File: config.mk
export PLATFORM = sky130hd
export DESIGN_NAME = instruction_decode_stage
export DESIGN_NICKNAME = d
export VERILOG_FILES = /design/src/rtl/instruction_decode_stage.sv
export SDC_FILE = /design/constraint.sdc
export NUM_CORES = 2
export LEC_CHECK = 0
export CELL_PAD_IN_SITES_DETAIL_PLACEMENT = 0
export CELL_PAD_IN_SITES_GLOBAL_PLACEMENT = 1
export CORE_MARGIN = 4
export CORE_UTILIZATION = 52
export CTS_BUF_LIST = sky130_fd_sc_hd__clkbuf_2
export DETAILED_ROUTE_END_ITERATION = 8
export HOLD_SLACK_MARGIN = 0.03
export PLACE_DENSITY = 0.88
export SLEW_MARGIN = 20
export SYNTH_ARGS = -nofsm -noshare
export SYNTH_HDL_FRONTEND = slang
export SYNTH_SLANG_ARGS = --single-unit
File: constraint.sdc
create_clock -name i_clock -period 53.9 [get_ports i_clock]
set_input_delay 10.78 -clock i_clock [delete_from_list [all_inputs] [get_ports i_clock]]
set_output_delay 10.78 -clock i_clock [all_outputs]
set_load 0.05 [all_outputs]
File: src/rtl/instruction_decode_stage.sv
`default_nettype none
// ============================================================================
// Module   : instruction_decode_stage
// Purpose  : ID stage of a 5-stage MIPS pipeline. Decodes the IF/ID
//            instruction, reads the 32x32 register file (with WB bypass),
//            detects load-use and branch-operand hazards, resolves
//            branches/jumps in ID and drives the ID/EX pipeline register.
// Ports    : i_clock/i_reset            clock, asynchronous active-high reset
//            i_if_pc/i_if_instr         IF/ID register contents
//            i_stallEX                  hold ID/EX, suppress redirect
//            i_mem_reg_write/dst/result EX/MEM producer (branch operands)
//            i_wb_we/addr/data          register-file write port
//            o_stallID, o_jumpEnabled, o_pcJumpInput   to fetch (combinational)
//            o_idex_*                   ID/EX register (registered)
// Config   : `define ID_BRANCH_FWD_EN -> beq/bne/jr/jalr take an EX/MEM
//            match from i_mem_result instead of stalling.
// Revision : 1.0  initial release
// ============================================================================
module instruction_decode_stage #(
  parameter logic [31:0] RESET_PC = 32'h0000_0000,
  parameter int          RF_DEPTH = 32
) (
  input  logic        i_clock,
  input  logic        i_reset,
  input  logic [31:0] i_if_pc,
  input  logic [31:0] i_if_instr,
  input  logic        i_stallEX,
  input  logic        i_mem_reg_write,
  input  logic [4:0]  i_mem_dst,
  input  logic [31:0] i_mem_result,
  input  logic        i_wb_we,
  input  logic [4:0]  i_wb_addr,
  input  logic [31:0] i_wb_data,
  output logic        o_stallID,
  output logic        o_jumpEnabled,
  output logic [31:0] o_pcJumpInput,
  output logic        o_idex_valid,
  output logic [31:0] o_idex_pc,
  output logic [31:0] o_idex_rs_val,
  output logic [31:0] o_idex_rt_val,
  output logic [31:0] o_idex_imm32,
  output logic [4:0]  o_idex_dst,
  output logic [3:0]  o_idex_alu_op,
  output logic        o_idex_alu_src,
  output logic        o_idex_mem_read,
  output logic        o_idex_mem_write,
  output logic        o_idex_reg_write
);

  // ALU operation codes; PASSB forwards operand B (lui, link address)
  localparam logic [3:0] c_alu_add  = 4'd0;
  localparam logic [3:0] c_alu_sub  = 4'd1;
  localparam logic [3:0] c_alu_and  = 4'd2;
  localparam logic [3:0] c_alu_or   = 4'd3;
  localparam logic [3:0] c_alu_xor  = 4'd4;
  localparam logic [3:0] c_alu_nor  = 4'd5;
  localparam logic [3:0] c_alu_slt  = 4'd6;
  localparam logic [3:0] c_alu_sltu = 4'd7;
  localparam logic [3:0] c_alu_sll  = 4'd8;
  localparam logic [3:0] c_alu_srl  = 4'd9;
  localparam logic [3:0] c_alu_sra  = 4'd10;
  localparam logic [3:0] c_alu_pass = 4'd11;

  logic [5:0]  w_opcode, w_funct;
  logic [4:0]  w_rs, w_rt, w_rd;
  logic [31:0] w_sext, w_zext, w_pc4, w_pc8;

  assign w_opcode = i_if_instr[31:26];
  assign w_rs     = i_if_instr[25:21];
  assign w_rt     = i_if_instr[20:16];
  assign w_rd     = i_if_instr[15:11];
  assign w_funct  = i_if_instr[5:0];
  assign w_sext   = {{16{i_if_instr[15]}}, i_if_instr[15:0]};
  assign w_zext   = {16'd0, i_if_instr[15:0]};
  assign w_pc4    = i_if_pc + 32'd4;
  assign w_pc8    = i_if_pc + 32'd8;

  // ---------------- register file with same-cycle WB bypass ----------------
  logic [31:0] r_rf [RF_DEPTH];
  logic [31:0] w_rs_val, w_rt_val;

  always_ff @(posedge i_clock or posedge i_reset) begin
    if (i_reset) begin
      for (int i = 0; i < RF_DEPTH; i++) r_rf[i] <= 32'd0;
    end else if (i_wb_we && i_wb_addr != 5'd0) begin
      r_rf[i_wb_addr] <= i_wb_data;
    end
  end

  always_comb begin
    w_rs_val = 32'd0;
    w_rt_val = 32'd0;
    if (w_rs != 5'd0) w_rs_val = (i_wb_we && i_wb_addr == w_rs) ? i_wb_data : r_rf[w_rs];
    if (w_rt != 5'd0) w_rt_val = (i_wb_we && i_wb_addr == w_rt) ? i_wb_data : r_rf[w_rt];
  end

  // ---------------- decode ----------------
  // Shifts keep the sign-extended immediate; EX takes shamt from imm32[10:6].
  logic       w_dec_valid, w_use_rs, w_use_rt, w_rw, w_mr, w_mw, w_src;
  logic       w_is_beq, w_is_bne, w_is_jimm, w_is_jreg;
  logic [4:0] w_dst;
  logic [3:0] w_alu_op;
  logic [31:0] w_imm32;

  always_comb begin
    w_dec_valid = 1'b0; w_use_rs = 1'b0; w_use_rt = 1'b0; w_rw = 1'b0;
    w_mr = 1'b0; w_mw = 1'b0; w_src = 1'b0; w_dst = 5'd0;
    w_is_beq = 1'b0; w_is_bne = 1'b0; w_is_jimm = 1'b0; w_is_jreg = 1'b0;
    w_alu_op = c_alu_add; w_imm32 = w_sext;
    case (w_opcode)
      6'h00: begin
        case (w_funct)
          6'h21, 6'h23, 6'h24, 6'h25, 6'h26, 6'h27, 6'h2a, 6'h2b: begin
            w_dec_valid = 1'b1; w_use_rs = 1'b1; w_use_rt = 1'b1; w_rw = 1'b1; w_dst = w_rd;
            case (w_funct)
              6'h23:   w_alu_op = c_alu_sub;
              6'h24:   w_alu_op = c_alu_and;
              6'h25:   w_alu_op = c_alu_or;
              6'h26:   w_alu_op = c_alu_xor;
              6'h27:   w_alu_op = c_alu_nor;
              6'h2a:   w_alu_op = c_alu_slt;
              6'h2b:   w_alu_op = c_alu_sltu;
              default: w_alu_op = c_alu_add;
            endcase
          end
          6'h00, 6'h02, 6'h03: begin
            w_dec_valid = 1'b1; w_use_rt = 1'b1; w_rw = 1'b1; w_dst = w_rd;
            w_alu_op = (w_funct == 6'h00) ? c_alu_sll : (w_funct == 6'h02) ? c_alu_srl : c_alu_sra;
          end
          6'h08: begin w_dec_valid = 1'b1; w_use_rs = 1'b1; w_is_jreg = 1'b1; end
          6'h09: begin
            w_dec_valid = 1'b1; w_use_rs = 1'b1; w_is_jreg = 1'b1; w_rw = 1'b1; w_dst = w_rd;
            w_src = 1'b1; w_alu_op = c_alu_pass; w_imm32 = w_pc8;
          end
          default: ;
        endcase
      end
      6'h09, 6'h0a, 6'h0b, 6'h0c, 6'h0d, 6'h0e: begin
        w_dec_valid = 1'b1; w_use_rs = 1'b1; w_rw = 1'b1; w_dst = w_rt; w_src = 1'b1;
        case (w_opcode)
          6'h0a:   w_alu_op = c_alu_slt;
          6'h0b:   w_alu_op = c_alu_sltu;
          6'h0c:   begin w_alu_op = c_alu_and; w_imm32 = w_zext; end
          6'h0d:   begin w_alu_op = c_alu_or;  w_imm32 = w_zext; end
          6'h0e:   begin w_alu_op = c_alu_xor; w_imm32 = w_zext; end
          default: w_alu_op = c_alu_add;
        endcase
      end
      6'h0f: begin
        w_dec_valid = 1'b1; w_rw = 1'b1; w_dst = w_rt; w_src = 1'b1;
        w_alu_op = c_alu_pass; w_imm32 = {i_if_instr[15:0], 16'd0};
      end
      6'h23: begin w_dec_valid = 1'b1; w_use_rs = 1'b1; w_rw = 1'b1; w_dst = w_rt; w_src = 1'b1; w_mr = 1'b1; end
      6'h2b: begin w_dec_valid = 1'b1; w_use_rs = 1'b1; w_use_rt = 1'b1; w_src = 1'b1; w_mw = 1'b1; end
      6'h04: begin w_dec_valid = 1'b1; w_use_rs = 1'b1; w_use_rt = 1'b1; w_is_beq = 1'b1; end
      6'h05: begin w_dec_valid = 1'b1; w_use_rs = 1'b1; w_use_rt = 1'b1; w_is_bne = 1'b1; end
      6'h02: begin w_dec_valid = 1'b1; w_is_jimm = 1'b1; end
      6'h03: begin
        w_dec_valid = 1'b1; w_is_jimm = 1'b1; w_rw = 1'b1; w_dst = 5'd31;
        w_src = 1'b1; w_alu_op = c_alu_pass; w_imm32 = w_pc8;
      end
      default: ;
    endcase
  end

  // ---------------- hazards and branch resolution ----------------
  logic w_ex_hit, w_mem_hit_rs, w_mem_hit_rt, w_br_reg, w_load_use, w_br_ex_dep, w_br_mem_stall, w_taken;
  logic [31:0] w_br_a, w_br_b, w_target;

  assign w_ex_hit     = (o_idex_dst != 5'd0) &&
                        ((w_use_rs && w_rs == o_idex_dst) || (w_use_rt && w_rt == o_idex_dst));
  assign w_mem_hit_rs = i_mem_reg_write && i_mem_dst != 5'd0 && w_use_rs && w_rs == i_mem_dst;
  assign w_mem_hit_rt = i_mem_reg_write && i_mem_dst != 5'd0 && w_use_rt && w_rt == i_mem_dst;
  assign w_br_reg     = w_is_beq || w_is_bne || w_is_jreg;
  assign w_load_use   = o_idex_mem_read && w_ex_hit;
  // EX results are never available in ID, so a register branch always waits on them
  assign w_br_ex_dep  = w_br_reg && o_idex_reg_write && w_ex_hit;

`ifdef ID_BRANCH_FWD_EN
  assign w_br_mem_stall = 1'b0;
  assign w_br_a = w_mem_hit_rs ? i_mem_result : w_rs_val;
  assign w_br_b = w_mem_hit_rt ? i_mem_result : w_rt_val;
`else
  logic w_unused_mem_result;
  assign w_unused_mem_result = ^i_mem_result;
  assign w_br_mem_stall = w_br_reg && (w_mem_hit_rs || w_mem_hit_rt);
  assign w_br_a = w_rs_val;
  assign w_br_b = w_rt_val;
`endif

  assign o_stallID = w_load_use || w_br_ex_dep || w_br_mem_stall;

  always_comb begin
    w_taken  = 1'b0;
    w_target = 32'd0;
    if (w_is_beq || w_is_bne) begin
      w_taken  = w_is_beq ? (w_br_a == w_br_b) : (w_br_a != w_br_b);
      w_target = w_pc4 + {w_sext[29:0], 2'b00};
    end else if (w_is_jimm) begin
      w_taken  = 1'b1;
      w_target = {w_pc4[31:28], i_if_instr[25:0], 2'b00};
    end else if (w_is_jreg) begin
      w_taken  = 1'b1;
      w_target = w_br_a;
    end
  end

  // A stalled branch retries next cycle, so gating here makes it redirect once
  assign o_jumpEnabled = w_taken && !o_stallID && !i_stallEX;
  assign o_pcJumpInput = w_target;

  // ---------------- ID/EX register ----------------
  always_ff @(posedge i_clock or posedge i_reset) begin
    if (i_reset) begin
      o_idex_valid <= 1'b0; o_idex_pc <= RESET_PC; o_idex_rs_val <= 32'd0; o_idex_rt_val <= 32'd0;
      o_idex_imm32 <= 32'd0; o_idex_dst <= 5'd0; o_idex_alu_op <= 4'd0; o_idex_alu_src <= 1'b0;
      o_idex_mem_read <= 1'b0; o_idex_mem_write <= 1'b0; o_idex_reg_write <= 1'b0;
    end else if (i_stallEX) begin
      // hold
    end else if (o_stallID || !w_dec_valid) begin
      o_idex_valid <= 1'b0; o_idex_pc <= 32'd0; o_idex_rs_val <= 32'd0; o_idex_rt_val <= 32'd0;
      o_idex_imm32 <= 32'd0; o_idex_dst <= 5'd0; o_idex_alu_op <= 4'd0; o_idex_alu_src <= 1'b0;
      o_idex_mem_read <= 1'b0; o_idex_mem_write <= 1'b0; o_idex_reg_write <= 1'b0;
    end else begin
      o_idex_valid     <= 1'b1;
      o_idex_pc        <= i_if_pc;
      o_idex_rs_val    <= w_use_rs ? w_rs_val : 32'd0;
      o_idex_rt_val    <= w_use_rt ? w_rt_val : 32'd0;
      o_idex_imm32     <= w_imm32;
      o_idex_dst       <= w_dst;
      o_idex_alu_op    <= w_alu_op;
      o_idex_alu_src   <= w_src;
      o_idex_mem_read  <= w_mr;
      o_idex_mem_write <= w_mw;
      o_idex_reg_write <= w_rw;
    end
  end

endmodule
`default_nettype wire

==> impl_results.md <==
- Port Buffer Count: 286
- GRT Resource Usage Total: 34.4%
- Status: finished clean
- Power per standard cell area: ~32 nW/um^2
- CP endpoint kind: output pin
- Worst Setup Start Kind: input port
- Via count: 48600
- Final Setup Violations: 0
- Largest stage delay on the critical path: 860 ps
- Worst path slowest cell: clkdlybuf4s50_1
- Delay-heaviest family, CP: buffers and inverters
- Hold WC Path Type: reg2reg
- Layout area overhead: 10.2%
- Synth Cell Area: 64500 sq um
- DR vias/cell: 7.01
- Post-route ant nets: 0
- Maximum buffer depth of the clock tree: 4
- RSZ-0062 raised after global routing: no
- Drt pass-1 iters: 6
- First-pass GRT wire length: 330 mm
- Fmax achieved: 35.0 MHz
- #FFs+latches synth: 1166
- Congestion Overflow GR: 0
- Number of primary I/O pins: 319
- CTS root buffer: clkbuf_2
- Syn Nets: a little over 5000
- Layout Skew: around 110 ps
- Largest net degree at the start of global routing: 188
- Power Total: 0.00229 W
- CP Buf/Inv Count: 6
- CP Cell Sequence: buf_4 > buf_4 > buf_4 > nand2b_1 > o2111ai_1 > nor3_4 > buf_4 > nor2_2 > buf_4 > a22o_1 > xor2_1 > nand4_1 > nor4_2 > nand4_1 > xnor2_1 > a21oi_1 > clkdlybuf4s50_1
- Total clock sinks: 1166
- Initial core utilization: a little over half
- Dominant cell type by area after synthesis: dfrtp_1
- Chip width: between 300 and 400 um
- Hold_buf cts: 0
- Synth top area cells: dfrtp_1, mux2_2, mux4_2
- Slew Limit Fails: 0
- Initial drt markers: 6237
- CP dominant cell by count: buf_4
- Vias in the first global route: between 40000 and 50000
- Max-capacitance violation count: 0
- Fin crit share: between 50% and 60%
- CTS resizes: 0
- Wire length per cell: 32.8 um
- Total CTS buffers: 310
- Leading cell types by count after synthesis: dfrtp_1, mux2_2, mux4_2, clkbuf_1, nand2_1
- CTS H-Tree Depth: 5
- Post-synth EDFFs: 0
- Worst Path Required: 43120 ps
- Gpl congestion: roughly 0.99
- Hold Fails Final Rpt: 0
- Post-CTS Setup Bufs: 0
- Final nets: 5292
- Leak: 31.2 nW
- Synth warn: 0
- Cell count after synthesis: roughly 5000
- Max-slew headroom: about a fifth
- Asr flop ratio synth: between 90% and 100%
- Synth cell types: 81
- DP HPWL: 141 mm
- Initial antenna violation count: 13
- Critical path fanouts, max: 42
- Clock-pin transition on the worst setup and hold timing paths: 100 ps
- Setup_tns: 0 ps
- Share of cells above drive strength 1: 39.5%
- Core ar.: 123000 sq um
- DRC Markers: 0
- Total wire length: between 200 and 250 mm
- VDD IR max: 18.8 uV
- CTS tree: yes
- Mapped Avg Cell Area: 13.2 sq um
- Tmin final: 28570 ps
- Worst Path Arrival: 17790 ps
- Chip height: 360 um
- Top_reg_cell synth: dfrtp_1
- Worst Tran Pin Value: 1190 ps
- Die Area: 130000 sq um
- Clk_lat worst skew: 1700 ps
- Area share of the largest cell type after synthesis: between 40% and 50%
- FP Rows: 128
- CP Class: in2out
- Sequential area share after synthesis: 45.3%
- Most frequent cell after synthesis: dfrtp_1
worst reg2reg max path, stage by stage, from the launching register on:
cell     delay (ps)
dfrtp_1         480
or4_1           550
o22ai_1         170
o22ai_1         180
nor2_1          180
and2_2          360
buf_4           580
nor2b_2         280
buf_4           380
a22o_1          200
state kept, by name, summed over array words and instances, names as in the netlist:
name              count
o_idex_dst            5
o_idex_pc            32
o_idex_rs_val        32
o_idex_alu_src        1
r_rf               1024
o_idex_valid          1
o_idex_imm32         32
o_idex_mem_write      1
o_idex_alu_op         4
o_idex_mem_read       1
o_idex_reg_write      1
o_idex_rt_val        32
area by class of cell:
type                    count  area [sq um]
inverters                  32           128
flip-flops and latches   1166         29200
diodes                      9          22.5
multi-input cells        3161         33000
fillers                  9847         51500
well taps                1625          2030
clock inverters            50           275
repair buffers            446          4130
clock buffers             442          2210
metal layers:
layer / global-route usage (%) / wire length (um) / vias to the layer above
li1: - / - / 19300
met1: 43.7 / 81800 / 24900
met2: 51.7 / 102000 / 3419
met3: 11.3 / 28100 / 892
met4: 20.3 / 15700 / 16
met5: 0 / 111 / -
final timing paths:
path	slack, ps	startpoint	cells past startpoint	to
worst max-delay path	25330	i_if_instr[18]	17	o_jumpEnabled
worst min-delay path	410	r_rf[1011]	0	r_rf[1011]
worst max register to register	50430	o_idex_dst[1]	9	o_idex_rt_val[6]
worst min register to register	410	r_rf[1011]	0	r_rf[1011]
max in group asynchronous	40090	i_reset	6	r_rf[386]
min in group asynchronous	9690	i_reset	2	o_idex_rs_val[20]
per-stage QoR:
| step | util (%) | instances | cell area (sq um) | worst slack, ps | hold WS, ps |
|---|---|---|---|---|---|
| after global routing | 58.0 | 6924 | 71000 | 25510 | 423 |
| after global placement | 55.9 | 6428 | 68500 | 25780 | 377 |
| final | 58.0 | 6931 | 71000 | 25330 | 405 |
| after CTS | 57.9 | 6920 | 71000 | 25810 | 405 |
| after floorplan | - | 4866 | 64500 | 10280 | 441 |
| after detailed placement | 55.9 | 6428 | 68500 | 25820 | 384 |
placed cells by master (no fill, tap or decap), types with 31 or more instances in the layout:
master           synthesis  final
ha_1                    31     31
nand2_1                224    209
a21oi_1                119    119
mux2_2                 964    964
dfrtp_1               1166   1166
mux2i_1                213    213
clkdlybuf4s50_1          0    274
o221ai_1                50     50
clkinv_1                 1     35
nor2_1                 105     84
xnor2_1                 76     76
xor2_1                  58     58
clkbuf_2                 0    442
a22oi_1                 78     78
nor3_1                  35     31
buf_4                   24    153
a221oi_1                63     63
o21ai_0                163    163
a22o_1                 145    145
nand3_1                 38     38
mux4_2                 424    424
o22ai_1                 31     31
logic make-up after synthesis:
logic type	Yosys count	share of synthesized area, %
xor+xnor	134	1.82
fa+ha+maj	32	0.633
flops	1166	45.3
simple gates	562	4.15
compound gates	832	9.29
mux	1601	35.0
buf+inv	539	3.87
power by group:
part | internal, W | leakage, nW | switching, W | total (W)
combinational | 0.000295 | 14.1 | 0.000266 | 0.000561
clock | 0.000229 | 1.98 | 0.000368 | 0.000597
sequential | 0.00102 | 15.1 | 0.000110 | 0.00113
total | 0.00155 | 31.2 | 0.000744 | 0.00229
Note: power is estimated with default switching activity, not from simulation.
